$ cat config.mk
export PLATFORM = sky130hd
export DESIGN_NAME = reorder_buffer
export DESIGN_NICKNAME = d
export VERILOG_FILES = /design/src/rtl/reorder_buffer.sv
export SDC_FILE = /design/constraint.sdc
export NUM_CORES = 1
export LEC_CHECK = 0
export ABC_AREA = 1
export CAP_MARGIN = 20
export CORE_MARGIN = 2
export CORE_UTILIZATION = 30
export CTS_CLUSTER_SIZE = 8
export DETAILED_ROUTE_END_ITERATION = 10
export DONT_BUFFER_PORTS = 1
export PLACE_DENSITY_LB_ADDON = 0.2
export SLEW_MARGIN = 20
export SYNTH_ARGS = -nofsm -noshare
export SYNTH_HDL_FRONTEND = slang
export SYNTH_SLANG_ARGS = --single-unit
$ cat constraint.sdc
create_clock -name clk -period 2.7 [get_ports clk]
set_input_delay 0.54 -clock clk [delete_from_list [all_inputs] [get_ports clk]]
set_output_delay 0.54 -clock clk [all_outputs]
set_load 0.01 [all_outputs]
$ cat src/rtl/reorder_buffer.sv
// In-order retirement buffer: records renamed destinations in program order, marks
// completion from CDB broadcasts and retires at most one done entry per cycle from the head.
module reorder_buffer #(
  parameter int unsigned ROB_SIZE     = 8,
  parameter int unsigned REG_ADDR_LEN = 5,
  parameter int unsigned TAG_W        = $clog2(ROB_SIZE)
) (
  input  logic                    clk,
  input  logic                    reset,
  input  logic                    flush,
  input  logic                    dispatch_valid,
  input  logic [REG_ADDR_LEN-1:0] dispatch_arch_dest,
  input  logic [REG_ADDR_LEN-1:0] dispatch_phys_dest,
  output logic                    dispatch_ready,
  output logic [TAG_W-1:0]        dispatch_rob_tag,
  input  logic                    cdb_valid,
  input  logic [TAG_W-1:0]        cdb_rob_tag,
  output logic                    commit_flag,
  output logic [REG_ADDR_LEN-1:0] commit_phys_reg,
  output logic [REG_ADDR_LEN-1:0] commit_arch_reg,
  output logic [TAG_W:0]          rob_count,
  output logic                    rob_empty
);

  localparam logic [TAG_W:0] CountFull = (TAG_W + 1)'(ROB_SIZE);

  logic [ROB_SIZE-1:0]     valid_q;
  logic [ROB_SIZE-1:0]     done_q;
  logic [REG_ADDR_LEN-1:0] arch_q [ROB_SIZE];
  logic [REG_ADDR_LEN-1:0] phys_q [ROB_SIZE];
  logic [TAG_W-1:0]        head_q;
  logic [TAG_W-1:0]        tail_q;
  logic [TAG_W:0]          count_q;

  logic do_dispatch;
  logic do_complete;
  logic do_retire;

  // No same-cycle bypass: a retire does not free a slot for a dispatch at the same edge.
  assign dispatch_ready   = (count_q != CountFull);
  assign dispatch_rob_tag = tail_q;
  assign rob_count        = count_q;
  assign rob_empty        = (count_q == '0);

  assign do_dispatch = dispatch_valid && dispatch_ready;
  assign do_complete = cdb_valid && valid_q[cdb_rob_tag];
  assign do_retire   = valid_q[head_q] && done_q[head_q];

  always_ff @(posedge clk) begin
    if (reset || flush) begin
      valid_q         <= '0;
      done_q          <= '0;
      head_q          <= '0;
      tail_q          <= '0;
      count_q         <= '0;
      commit_flag     <= 1'b0;
      commit_phys_reg <= '0;
      commit_arch_reg <= '0;
    end else begin
      if (do_dispatch) begin
        valid_q[tail_q] <= 1'b1;
        done_q[tail_q]  <= 1'b0;
        arch_q[tail_q]  <= dispatch_arch_dest;
        phys_q[tail_q]  <= dispatch_phys_dest;
        tail_q          <= tail_q + 1'b1;
      end

      if (do_complete) begin
        done_q[cdb_rob_tag] <= 1'b1;
      end

      // Retire last so a repeat CDB to the retiring head cannot leave a stale done bit.
      if (do_retire) begin
        valid_q[head_q] <= 1'b0;
        done_q[head_q]  <= 1'b0;
        head_q          <= head_q + 1'b1;
        commit_flag     <= 1'b1;
        commit_phys_reg <= phys_q[head_q];
        commit_arch_reg <= arch_q[head_q];
      end else begin
        commit_flag <= 1'b0;
      end

      unique case ({do_dispatch, do_retire})
        2'b10:   count_q <= count_q + 1'b1;
        2'b01:   count_q <= count_q - 1'b1;
        default: count_q <= count_q;
      endcase
    end
  end

endmodule
==> qor.csv <==
metric,value,unit
outcome,"complete, no violations",
global-route wire length before repair,19300,microns
number of filler instances in the final layout,1713,
area of all placed cells without fillers,5980,sq um
post-synthesis instance area,5150,sq um
clock root cell,sky130_fd_sc_hd__clkbuf_16,
effective utilization at floorplan,30.8,%
input/output buffers,0,
Final Core Density,35.8,%
final WL,12300,microns
via count of the routed design,3653,
synth-to-layout area growth,16.2,%
prevailing post-synth register cell,sky130_fd_sc_hd__edfxtp_1,
Flop pwr share,46.7,%
maximum number of pins on one net before global-route repair,34,
number of flops mapped to enable cells by yosys,80,
diodes inserted,0,
internal power,3230,uW
net switching fraction of the power,21.9,%
number of warnings printed during yosys synthesis,0,
area used by multi-input combinational logic,1720,sq um
via density per instance,4.62,
cell depth of the worst min-delay path,0,
highest-delay cell along the critical path,sky130_fd_sc_hd__dfxtp_2,
CTS tree,built,
Worst-Skew Late Latency,0.42,ns
Highest Clock Rate,416,MHz
CP max FO,25,
Post-DP Area,5410,sq um
power share of the combinational group,1.8,%
"top cells by count, synth","sky130_fd_sc_hd__nand2_1, sky130_fd_sc_hd__nor2_1, sky130_fd_sc_hd__edfxtp_1",
top area cells in the synthesized netlist,"sky130_fd_sc_hd__edfxtp_1, sky130_fd_sc_hd__dfxtp_1, sky130_fd_sc_hd__nand2_1",
Crit path arrival time,2.71,ns
nature of the critical path endpoint,flip-flop,
net count of the mapped netlist,565,
count of state elements after synthesis,117,
transition time at the pin with the least slew margin,0.535,ns
drt pass-1 iters,6,
fraction of synthesis flops using an asynchronous set or reset pin,0,%
worst endpoint required time,3.01,ns
Seq. cell area,3140,sq um
crit path buf inv count,3,
class of the worst hold path,in -> reg,
unrepaired setup endpoints after global routing,no,
"logic depth of the worst path, buffers included",16,
clock-pin slew of the registers on the worst-case setup and hold paths,0.06,ns
final slew viol count,0,
detailed placement HPWL,8130,microns
vias in the first global route,3499,
area of the placeable core,16700,sq um
dominant delay contributor by cell family on the critical path,simple AND/OR/NAND/NOR gates,
critical path launch point type,flip-flop,
Total Neg Setup Slack,0,ns
sequential fraction of the synthesis area,61.0,%
total CTS buffers,17,
post-CTS repair timing setup buffer count,0,
post-synth top area share,46.6,%
drt initial violations,206,
total count of hold-check failures in the final report,0,
fraction of layout instances using a drive strength above 1,14.4,%
total die area,18200,sq um
io pins,38,
# resized after CTS,0,
Total GRT Usage,14.4,%
Congestion Overflow GR,0,
mean routed wirelength per cell,15.6,microns
width of the die,135,microns
maximum level of the CTS H-tree,4,
biggest regs,"arch_q x40, phys_q x40",
PwrDens,692,nW/um^2
worst stage delay on the critical path,0.48,ns
max_slew headroom,64.2,%
# Max-Cap Violations,0,
count of unique library cells instantiated by Yosys,29,
clock power share,51.4,%
count of cells along the worst register-to-register path,16,
period utilization,89.0,%
cell-by-cell trace of the critical path,"inv_6, nand2_1, nand2_1, nand2_1, nand2_1, nand2_1, nand2_8, nand2_8, inv_6, ha_1, xor2_1, ha_1, a21oi_1, xnor2_1, o21ai_0, inv_1",
worst-case vdd ir drop,422,uV
worst setup skew after layout,0.00954,ns
most common cell in the netlist,sky130_fd_sc_hd__nand2_1,
Routed Antenna Nets,0,
Worst Setup Path Type,reg -> reg,
row cnt,47,
shortest period the worst path allows,2.40,ns
Gate Count Post-Synth,542,
Finish-stage setup viols,0,
reported leakage power,0.00223,uW
Die Ht,135,microns
post-synthesis cell type with the largest combined area,sky130_fd_sc_hd__edfxtp_1,
clock sink total,117,
NumNets Final,580,
cell mode on critical path,sky130_fd_sc_hd__nand2_1,
syn_area_per_cell,9.50,sq um
drt drc,0,
Routability Congestion,0.859,
CTS Hold Buffers Added,0,
buffer levels on the longest clock path,2,
reported net switching power,905,uW
number of antenna violations at the first check in global routing,0,
## power groups by stage
stage	Combinational, uW	Clock, uW	Sequential, uW
floorplan	59.2	0	1970
global placement	76.0	0	1970
detailed placement	76.9	0	1970
CTS	77.1	2170	1930
global route	87.4	2260	1940
finish	76.6	2130	1930
## cell families (layout without fill, tap and decap cells)
kind of cell,after synthesis,count (layout),share of synthesized area [%]
XOR/XNOR,5,5,0.850
buffers and inverters,58,86,5.66
AO/OA/AOI/OAI,61,61,6.41
adder cells (fa/ha/maj),5,5,1.21
flip-flops,117,117,61.0
AND/OR/NAND/NOR,296,296,24.8
## final timing paths
kind	startpoint	to	slack, ns
max	head_q[0]	rob_count[2]	0.30
min reg2reg	valid_q[4]	valid_q[4]	0.49
min	dispatch_arch_dest[1]	arch_q[0][1]	0.21
max reg2reg	head_q[0]	rob_count[2]	0.30
## placed cells by master, fill, tap and decap left out, types with 5 or more instances in the layout
master / instances
sky130_fd_sc_hd__edfxtp_1: 80
sky130_fd_sc_hd__o21ai_0: 39
sky130_fd_sc_hd__nor2_1: 94
sky130_fd_sc_hd__dfxtp_1: 36
sky130_fd_sc_hd__ha_1: 5
sky130_fd_sc_hd__nor2_2: 9
sky130_fd_sc_hd__buf_4: 17
sky130_fd_sc_hd__clkbuf_16: 18
sky130_fd_sc_hd__inv_1: 30
sky130_fd_sc_hd__nand2_1: 134
sky130_fd_sc_hd__o211ai_1: 10
sky130_fd_sc_hd__or2_2: 10
sky130_fd_sc_hd__a21oi_1: 12
sky130_fd_sc_hd__inv_6: 6
sky130_fd_sc_hd__nand4_1: 7
sky130_fd_sc_hd__nand3_1: 23
sky130_fd_sc_hd__nor3_1: 10
## through the flow
stage	power, uW	hold slack, ns	worst slack [ns]	std cells
floorplan	2030	0.452	0.438	542
detailed placement	2050	0.480	0.149	758
CTS	4180	0.195	0.127	790
finish	4140	0.213	0.297	790
global placement	2050	0.478	0.228	758
global route	4280	0.184	0.0265	790
## worst reg2reg max path, delay by kind of cell (launching register included)
| kind | cells | cell delay [ns] |
|---|---|---|
| simple gates | 7 | 0.59 |
| xor+xnor | 2 | 0.27 |
| compound gates | 2 | 0.29 |
| buf+inv | 3 | 0.23 |
| fa+ha+maj | 2 | 0.43 |
| flops | 1 | 0.48 |
## layout make-up
type | count | area share (%)
Clock buffer | 20 | 7.99
Clock inverter | 12 | 1.53
Inverter | 37 | 2.53
Multi-Input combinational cell | 367 | 28.7
Sequential cell | 117 | 52.5
Tap cell | 220 | 4.60
Timing Repair Buffer | 17 | 2.13
## metal layers
metal	part of all wire, %	GRT usage, %	vias to the layer above
met1	48	18.8	1729
met4	1.6	5.84	0
li1	-	-	1829
met2	46	22.2	79
met3	4.3	4.54	16
met5	0	0	-
Note: power is estimated with default switching activity, not from simulation.
